**src/rtl/scan_pkg.sv**
```systemverilog
// Shared types and default widths for the dmem range max scanner.
package scan_pkg;

  typedef enum logic [1:0] {
    S_IDLE  = 2'd0,
    S_SCAN  = 2'd1,
    S_DRAIN = 2'd2
  } scan_state_t;

  localparam int SCAN_AW = 32;
  localparam int SCAN_DW = 32;
  localparam int SCAN_CW = 16;

endpackage

```
**src/rtl/max_accum.sv**
```systemverilog
// Registered compare-and-hold: keeps the running unsigned maximum of valid words.
// SCAN_MAX_ADDR_EN adds the address of the first occurrence of that maximum.
module max_accum
  import scan_pkg::*;
#(
  parameter int DW = SCAN_DW
`ifdef SCAN_MAX_ADDR_EN
  ,
  parameter int AW = SCAN_AW
`endif
) (
  input  logic          clk_i,
  input  logic          reset_i,
  input  logic          clear_i,
  input  logic          valid_i,
  input  logic [DW-1:0] data_i,
`ifdef SCAN_MAX_ADDR_EN
  input  logic [AW-1:0] addr_i,
  output logic [AW-1:0] max_addr_o,
`endif
  output logic [DW-1:0] max_val_o
);

  logic [DW-1:0] max_val_q, max_val_d;
  logic          take;

  // Strictly greater only, so a tie leaves the earlier word in place.
  always_comb begin
    take      = valid_i && (data_i > max_val_q);
    max_val_d = max_val_q;
    if (clear_i) begin
      max_val_d = '0;
    end else if (take) begin
      max_val_d = data_i;
    end
  end

  always_ff @(posedge clk_i or posedge reset_i) begin
    if (reset_i) begin
      max_val_q <= '0;
    end else begin
      max_val_q <= max_val_d;
    end
  end

  assign max_val_o = max_val_q;

`ifdef SCAN_MAX_ADDR_EN
  logic [AW-1:0] max_addr_q, max_addr_d;

  // On clear the caller presents the range base on addr_i.
  always_comb begin
    max_addr_d = max_addr_q;
    if (clear_i || take) begin
      max_addr_d = addr_i;
    end
  end

  always_ff @(posedge clk_i or posedge reset_i) begin
    if (reset_i) begin
      max_addr_q <= '0;
    end else begin
      max_addr_q <= max_addr_d;
    end
  end

  assign max_addr_o = max_addr_q;
`endif

endmodule

```
**src/rtl/dmem_max_scanner.sv**
```systemverilog
// Walks a word range through dmem's read port, one read per cycle, and reports the unsigned maximum.
// Define SCAN_MAX_ADDR_EN to also report the address of the first occurrence of the maximum.
module dmem_max_scanner
  import scan_pkg::*;
#(
  parameter int AW = SCAN_AW,
  parameter int DW = SCAN_DW,
  parameter int CW = SCAN_CW
) (
  input  logic          clk_i,
  input  logic          reset_i,
  input  logic          start_i,
  input  logic [AW-1:0] base_addr_i,
  input  logic [CW-1:0] count_i,
  output logic          busy_o,
  output logic          done_o,
  output logic [DW-1:0] max_val_o,
`ifdef SCAN_MAX_ADDR_EN
  output logic [AW-1:0] max_addr_o,
`endif
  output logic          mem_rd_o,
  output logic [AW-1:0] mem_addr_o,
  input  logic [DW-1:0] mem_din_i
);

  scan_state_t   state_q, state_d;
  logic          busy_q, busy_d;
  logic          done_q, done_d;
  logic          mem_rd_q, mem_rd_d;
  logic [AW-1:0] mem_addr_q, mem_addr_d;
  logic [CW-1:0] remain_q, remain_d;
  logic          inflight_q;
  logic          accept;

  // Issue side: the remaining-read counter decides when the last address goes out.
  always_comb begin
    state_d    = state_q;
    busy_d     = busy_q;
    done_d     = 1'b0;
    mem_rd_d   = mem_rd_q;
    mem_addr_d = mem_addr_q;
    remain_d   = remain_q;
    accept     = 1'b0;
    case (state_q)
      S_IDLE: begin
        if (start_i) begin
          accept = 1'b1;
          busy_d = 1'b1;
          if (count_i != '0) begin
            state_d    = S_SCAN;
            mem_rd_d   = 1'b1;
            mem_addr_d = base_addr_i;
            remain_d   = count_i;
          end else begin
            state_d = S_DRAIN;
          end
        end
      end
      S_SCAN: begin
        if (remain_q == CW'(1)) begin
          mem_rd_d = 1'b0;
          remain_d = '0;
          state_d  = S_DRAIN;
        end else begin
          mem_addr_d = mem_addr_q + AW'(1);
          remain_d   = remain_q - CW'(1);
        end
      end
      S_DRAIN: begin
        done_d  = 1'b1;
        busy_d  = 1'b0;
        state_d = S_IDLE;
      end
      default: begin
        state_d = S_IDLE;
      end
    endcase
  end

  always_ff @(posedge clk_i or posedge reset_i) begin
    if (reset_i) begin
      state_q    <= S_IDLE;
      busy_q     <= 1'b0;
      done_q     <= 1'b0;
      mem_rd_q   <= 1'b0;
      mem_addr_q <= '0;
      remain_q   <= '0;
      inflight_q <= 1'b0;
    end else begin
      state_q    <= state_d;
      busy_q     <= busy_d;
      done_q     <= done_d;
      mem_rd_q   <= mem_rd_d;
      mem_addr_q <= mem_addr_d;
      remain_q   <= remain_d;
      inflight_q <= mem_rd_q;
    end
  end

  assign busy_o     = busy_q;
  assign done_o     = done_q;
  assign mem_rd_o   = mem_rd_q;
  assign mem_addr_o = mem_addr_q;

`ifdef SCAN_MAX_ADDR_EN
  // Address of the read whose data arrives on the next edge, aligned with inflight_q.
  logic [AW-1:0] rd_addr_q;
  logic [AW-1:0] acc_addr;

  always_ff @(posedge clk_i or posedge reset_i) begin
    if (reset_i) begin
      rd_addr_q <= '0;
    end else begin
      rd_addr_q <= mem_addr_q;
    end
  end

  assign acc_addr = accept ? base_addr_i : rd_addr_q;

  max_accum #(
    .DW(DW),
    .AW(AW)
  ) u_accum (
    .clk_i     (clk_i),
    .reset_i   (reset_i),
    .clear_i   (accept),
    .valid_i   (inflight_q),
    .data_i    (mem_din_i),
    .addr_i    (acc_addr),
    .max_addr_o(max_addr_o),
    .max_val_o (max_val_o)
  );
`else
  max_accum #(
    .DW(DW)
  ) u_accum (
    .clk_i    (clk_i),
    .reset_i  (reset_i),
    .clear_i  (accept),
    .valid_i  (inflight_q),
    .data_i   (mem_din_i),
    .max_val_o(max_val_o)
  );
`endif

endmodule

```
**config.mk**
```make
export PLATFORM = sky130hd
export DESIGN_NAME = dmem_max_scanner
export DESIGN_NICKNAME = d
export VERILOG_FILES = /design/src/rtl/scan_pkg.sv /design/src/rtl/max_accum.sv /design/src/rtl/dmem_max_scanner.sv
export SDC_FILE = /design/constraint.sdc
export NUM_CORES = 1
export LEC_CHECK = 0
export CELL_PAD_IN_SITES_DETAIL_PLACEMENT = 0
export CELL_PAD_IN_SITES_GLOBAL_PLACEMENT = 2
export CORE_MARGIN = 2
export CORE_UTILIZATION = 32
export DETAILED_ROUTE_END_ITERATION = 10
export PLACE_DENSITY = 0.89
export SYNTH_ARGS = -nofsm -noshare
export SYNTH_HDL_FRONTEND = slang
export SYNTH_HIERARCHICAL = 1
export SYNTH_SLANG_ARGS = --single-unit
```
**constraint.sdc**
```tcl
create_clock -name clk_i -period 3.5 [get_ports clk_i]
set_input_delay 0.7 -clock clk_i [delete_from_list [all_inputs] [get_ports clk_i]]
set_output_delay 0.7 -clock clk_i [all_outputs]
set_load 0.02 [all_outputs]
```
=== Word level (Yosys, flattened, before mapping) ===
Index checks and enable logic that the tools add are counted.

* Equality and inequality tests: 7
* Multiplexer cells: 23
* Add/subtract/negate cells: 2
* Reductions and logical operators: 11
* $lt $le $gt $ge: 1

{| class="wikitable"
|+ Operator list
! kind !! number
|-
| $mux 32 || 5
|-
| $pmux 32 s2 || 1
|-
| $mux 16 || 3
|-
| $add 32x1->32 const B || 1
|-
| $gt 32x32->1 || 1
|-
| $pmux 16 s2 || 1
|-
| $eq 16x1->1 const B || 1
|-
| $reduce_bool 16->1 || 1
|-
| $sub 16x1->16 const B || 1
|-
| $ne 2x2->1 const B || 4
|-
| $reduce_and 4->1 || 2
|-
| $mux 1 || 7
|-
| $mux 2 || 3
|-
| $reduce_bool 2->1 || 3
|-
| $pmux 1 s2 || 2
|-
| $pmux 2 s2 || 1
|-
| $reduce_and 2->1 || 2
|-
| $reduce_and 3->1 || 1
|-
| $eq 2x1->1 const B || 1
|-
| $eq 2x2->1 const B || 1
|-
| $logic_not 2->1 || 1
|-
| $logic_and 1x1->1 || 1
|}

* Flip-flop bits (word level): 86

=== Logic depth before layout (Yosys ltp) ===
* Depth in word-level cells: 4
* Mapped depth: 10
* Depth with buffers taken out: 8

=== Cells and area by module ===
The synthesis kept the hierarchy.

{| class="wikitable"
|+ Modules (own cells, without submodules)
! module !! area an instance (µm²) !! cells each !! times used
|-
| dmem_max_scanner || 3372.0 || 386 || 1
|-
| max_accum || 2458.6 || 258 || 1
|}

=== Worst setup path after synthesis ===
Ideal clock, no wire load.

* Path type: input -> register
* Start: in count_i[5]
* End: reg remain_q[12]
* Data required time: 3374 ps
* Buffers on the path: 2
* Setup time: 126 ps
* Setup slack: 971 ps
* Arrival: 2403 ps
* Stages on the path: 7
* Cells stage by stage: or4_1 o41ai_4 and2_1 buf_4 buf_6 nor4_1 a221o_1

* Longest elaborated chain between the ends: 3

{| class="wikitable"
|+ RTL lines
! element !! RTL line !! RTL
|-
| from (decl) || dmem_max_scanner.sv:14 || <nowiki>input logic [CW-1:0] count_i,</nowiki>
|-
| $reduce_bool 16->1 || dmem_max_scanner.sv:49 || <nowiki>if (count_i != '0) begin</nowiki>
|-
| $ne 2x2->1 (no line) || n/a ||
|-
| $reduce_and 3->1 (no line) || n/a ||
|-
| to (signal assigned) || dmem_max_scanner.sv:95 || <nowiki>remain_q <= remain_d;</nowiki>
|-
| to (decl) || dmem_max_scanner.sv:31 || <nowiki>logic [CW-1:0] remain_q, remain_d;</nowiki>
|}

No other way between the ends.
A chain may end at the register's enable or synchronous reset.

=== Final worst setup path ===
* Start: in mem_din_i[14]
* End: reg u_accum.max_val_q[25], in the netlist u_accum/max_val_o[25]

* Longest elaborated chain between the ends: 3

{| class="wikitable"
|+ RTL lines
! element !! RTL line !! RTL
|-
| from (decl) || dmem_max_scanner.sv:23 || <nowiki>input logic [DW-1:0] mem_din_i</nowiki>
|-
| $gt 32x32->1 || max_accum.sv:29 || <nowiki>take = valid_i && (data_i > max_val_q);</nowiki>
|-
| $logic_and 1x1->1 || max_accum.sv:29 ||
|-
| $reduce_bool 2->1 (no line) || n/a ||
|-
| to (signal assigned) || max_accum.sv:42 || <nowiki>max_val_q <= max_val_d;</nowiki>
|-
| to (decl) || max_accum.sv:24 || <nowiki>logic [DW-1:0] max_val_q, max_val_d;</nowiki>
|}

No other way between the ends.

==> metrics.csv <==
stage;metric;value;unit
run_status;status;completed;
critical_path;path_buf_inv;2;
sta;finalMaxSlewViolations;0;
die;fp.dieArea;19320;um2
sta;min_period;2791;ps
placed_design;io_buffers;149;
critical_path;cp-start-kind;input port;
cells_and_area;areaGrowthSynthToFinish;35.09;%
cts;clk_pin_slew_worst_paths;70;ps
cells_and_area;finalNetCount;906;
flow_run;drv_cap;0;
cells_and_area;diodes;0;
cts;cts.sinks;86;
cts;postCtsSetupRepairBufs;0;
sta;worst_pin_slew;892.8;ps
detailed_routing;drt_iter0_drc;347;
synthesis;synth_cells;644;
critical_path;cp-end-kind;flop;
detailed_routing;num_vias;5650;
critical_path;path_delay_family;buffers and inverters;
sta;relSlewSlack;39.98;%
detailed_routing;wire_per_inst;17.76;um
synthesis;ys.warnings.count;6;
detailed_routing;ant_nets;0;
synthesis;yosysSeqAreaShare;36.91;%
synthesis;synth.most_common_cell;dfrtp_1;
detailed_routing;routed_via_density;5.528;
cts;cts_tree;built;
placed_design;gp_congestion;0.8308;
placed_design;hpwl;13.18;mm
sta;rsz0062_at_grt;false;
die;rows;49;
detailed_routing;drtPass1Iterations;5;
placed_design;dp_cells;1006;
synthesis;ys_types;61;
sta;hold_ws;450.0;ps
cts;ctsHtreeMaxLevel;3;
synthesis;async_flop_share;100.0;%
critical_path;cp_max_fo;24;
detailed_routing;dr_wl_met2;8.148;mm
cts;cts.repair.resized;0;
cts;clock_path_buffers;2;
detailed_routing;wl;18.15;mm
synthesis;yosysTopAreaCell;dfrtp_1;
critical_path;required;3760;ps
synthesis;synth_edf_count;0;
die;dieHeight;139.0;um
synthesis;netlist_area;5831;um2
cts;cts-buffers-inserted;9;
sta;fin_setup_tns;0;ps
pwr;share_comb_of_total_power;51.7;%
pwr;p_per_area;794.5;nW/um2
pwr;internal-power;0.003654;W
grt;grt_pass1_vias;5518;
synthesis;synth_common_cells;dfrtp_1 (86), nand2b_1 (65), inv_1 (48);
grt;antenna_found_initial;0;
sta;max_freq;358.3;MHz
pwr;seqPwrFrac;32.1;%
grt;grt_max_degree;66;
die;die_w;139.0;um
critical_path;crit_type;in2reg;
synthesis;ys_ff_latch;86;
hold_path;hold_class;reg2reg;
detailed_routing;wl_met3;1.233;mm
grt;grt_pass1_wl;29.44;mm
cts;clk_latency;350;ps
critical_path;arrival;3050;ps
detailed_routing;top_layer;met4;
pwr;switching_share;41.60;%
cts;holdBufCountCts;0;
grt;overflow;0;
synthesis;synth_top_area_share;36.91;%
cells_and_area;final_layout_size_suffix_gt1_share;6.179;%
die;io_pins;150;
critical_path;worstPathCellList;clkdlybuf4s50_1 -> ha_1 -> nand4_1 -> nor4_1 -> a21boi_0 -> a211o_2 -> o21a_2 -> buf_12 -> mux2i_1;
synthesis;yosys-top-cells-area;dfrtp_1 (37%), ha_1 (7.5%), nand2b_1 (7.0%);
cells_and_area;fin_util;44.00;%
critical_path;critPathSlowestCell;clkdlybuf4s50_1;
synthesis;ys.flop_type;dfrtp_1;
grt;grt.total_usage;18.69;%
die;initial_core_util;32.57;%
cts;root_buffer;clkbuf_16;
synthesis;synth_area_per_cell;9.054;um2
pwr;power_switching;0.002603;W
sta;hold_viol;0;
detailed_routing;drc;0;
sta;post-route-period-util;79.73;%
pwr;ir_drop;0.4131;mV
sta;setup_viol;0;
pwr;p_clk_share;16.1;%
pwr;p_leak;3.394;nW
synthesis;syn-num-nets;762;
cells_and_area;final.fill_count;1738;
die;core;17900;um2
detailed_routing;routedLengthMet1;8.561;mm
sta;clock_skew;8.309;ps
cells_and_area;layout.cells.non_filler;1022;
critical_path;slowest_delay;470;ps
path summary, 6_finish.rpt:
check                                                       start                                 to  slack [ps]  cells after the start
worst max register to register  u_accum/max_val_o[14]$_DFFE_PP0P_  u_accum/max_val_o[25]$_DFFE_PP0P_        1090                      9
worst max-delay path                                mem_din_i[14]  u_accum/max_val_o[25]$_DFFE_PP0P_         710                      9
min in group asynchronous                                 reset_i          mem_addr_o[7]$_DFFE_PP0P_         790                      2
worst min register to register               mem_rd_o$_DFFE_PP0P_               inflight_q$_DFF_PP0_         450                      0
worst min-delay path                         mem_rd_o$_DFFE_PP0P_               inflight_q$_DFF_PP0_         450                      0
max in group asynchronous                                 reset_i            remain_q[9]$_DFFE_PP0P_        2060                      3
layout make-up:
| type | count | area (um2) | area share [%] |
|---|---|---|---|
| Clock buffer | 13 | 260.3 | 3.304 |
| Clock inverter | 3 | 42.54 | 0.5401 |
| Inverter | 49 | 183.9 | 2.335 |
| Multi-Input combinational cell | 471 | 3282 | 41.67 |
| Sequential cell | 86 | 2152 | 27.32 |
| Tap cell | 229 | 286.5 | 3.638 |
| Timing Repair Buffer | 171 | 1669 | 21.19 |
power groups by stage:
stage	Sequential [W]	Clock, W	Combinational (W)
floorplan	0.00233	0	0.00159
global placement	0.00198	0	0.00319
detailed placement	0.00201	0	0.00325
CTS	0.00200	0.00104	0.00326
global route	0.00209	0.00108	0.00355
finish	0.00201	0.00101	0.00324
stage by stage:
stage	total power (W)	area, um2	setup WS [ps]
final	0.006258	7876	709.3
after global routing	0.006711	7876	478.2
after CTS	0.006304	7876	690.4
after detailed placement	0.005264	7574	322.4
after global placement	0.005176	7574	395.3
after floorplan	0.003928	5831	971.3
layout by cell type (no fill, tap or decap), types with 11 or more instances in the layout:
cell type / instances
a21oi_1: 27
a2bb2oi_1: 16
a31oi_1: 15
buf_4: 21
clkdlybuf4s50_1: 149
dfrtp_1: 86
ha_1: 35
inv_1: 47
mux2i_1: 34
nand2_1: 36
nand2b_1: 65
nand3_1: 12
nand4_1: 23
nor2_1: 26
nor3_1: 21
nor4_1: 11
o21ai_0: 20
o22ai_1: 14
state kept, by name, summed over array words and instances (netlist names):
register	flops
busy_o	1
done_o	1
inflight_q	1
mem_addr_o	32
mem_rd_o	1
remain_q	16
state_q	2
u_accum/max_val_o	32
worst register-to-register path: cells and delay by family, from the launching register on:
family,cells,cell delay (ps)
AOI/OAI and AO/OA,3,520
adders and majority gates,1,320
buffers and inverters,2,270
DFF,1,410
muxes,1,240
and+or+nand+nor,2,570
layer usage:
metal,GRT usage [%],up-vias
met2,28.65,221
met5,0,-
met4,5.210,0
met3,3.591,16
met1,26.95,2753
li1,-,2660
logic make-up (layout without fill, tap and decap cells):
logic type	count (synthesis)	in the layout	synth area share [%]
adder cells (fa/ha/maj)	35	35	7.511
AND/OR/NAND/NOR	232	232	22.15
AO/OA/AOI/OAI	170	170	20.60
flip-flops	86	86	36.91
multiplexers	34	34	5.837
buffers and inverters	87	236	6.996
No activity file was read; power rests on OpenSTA's default activity.
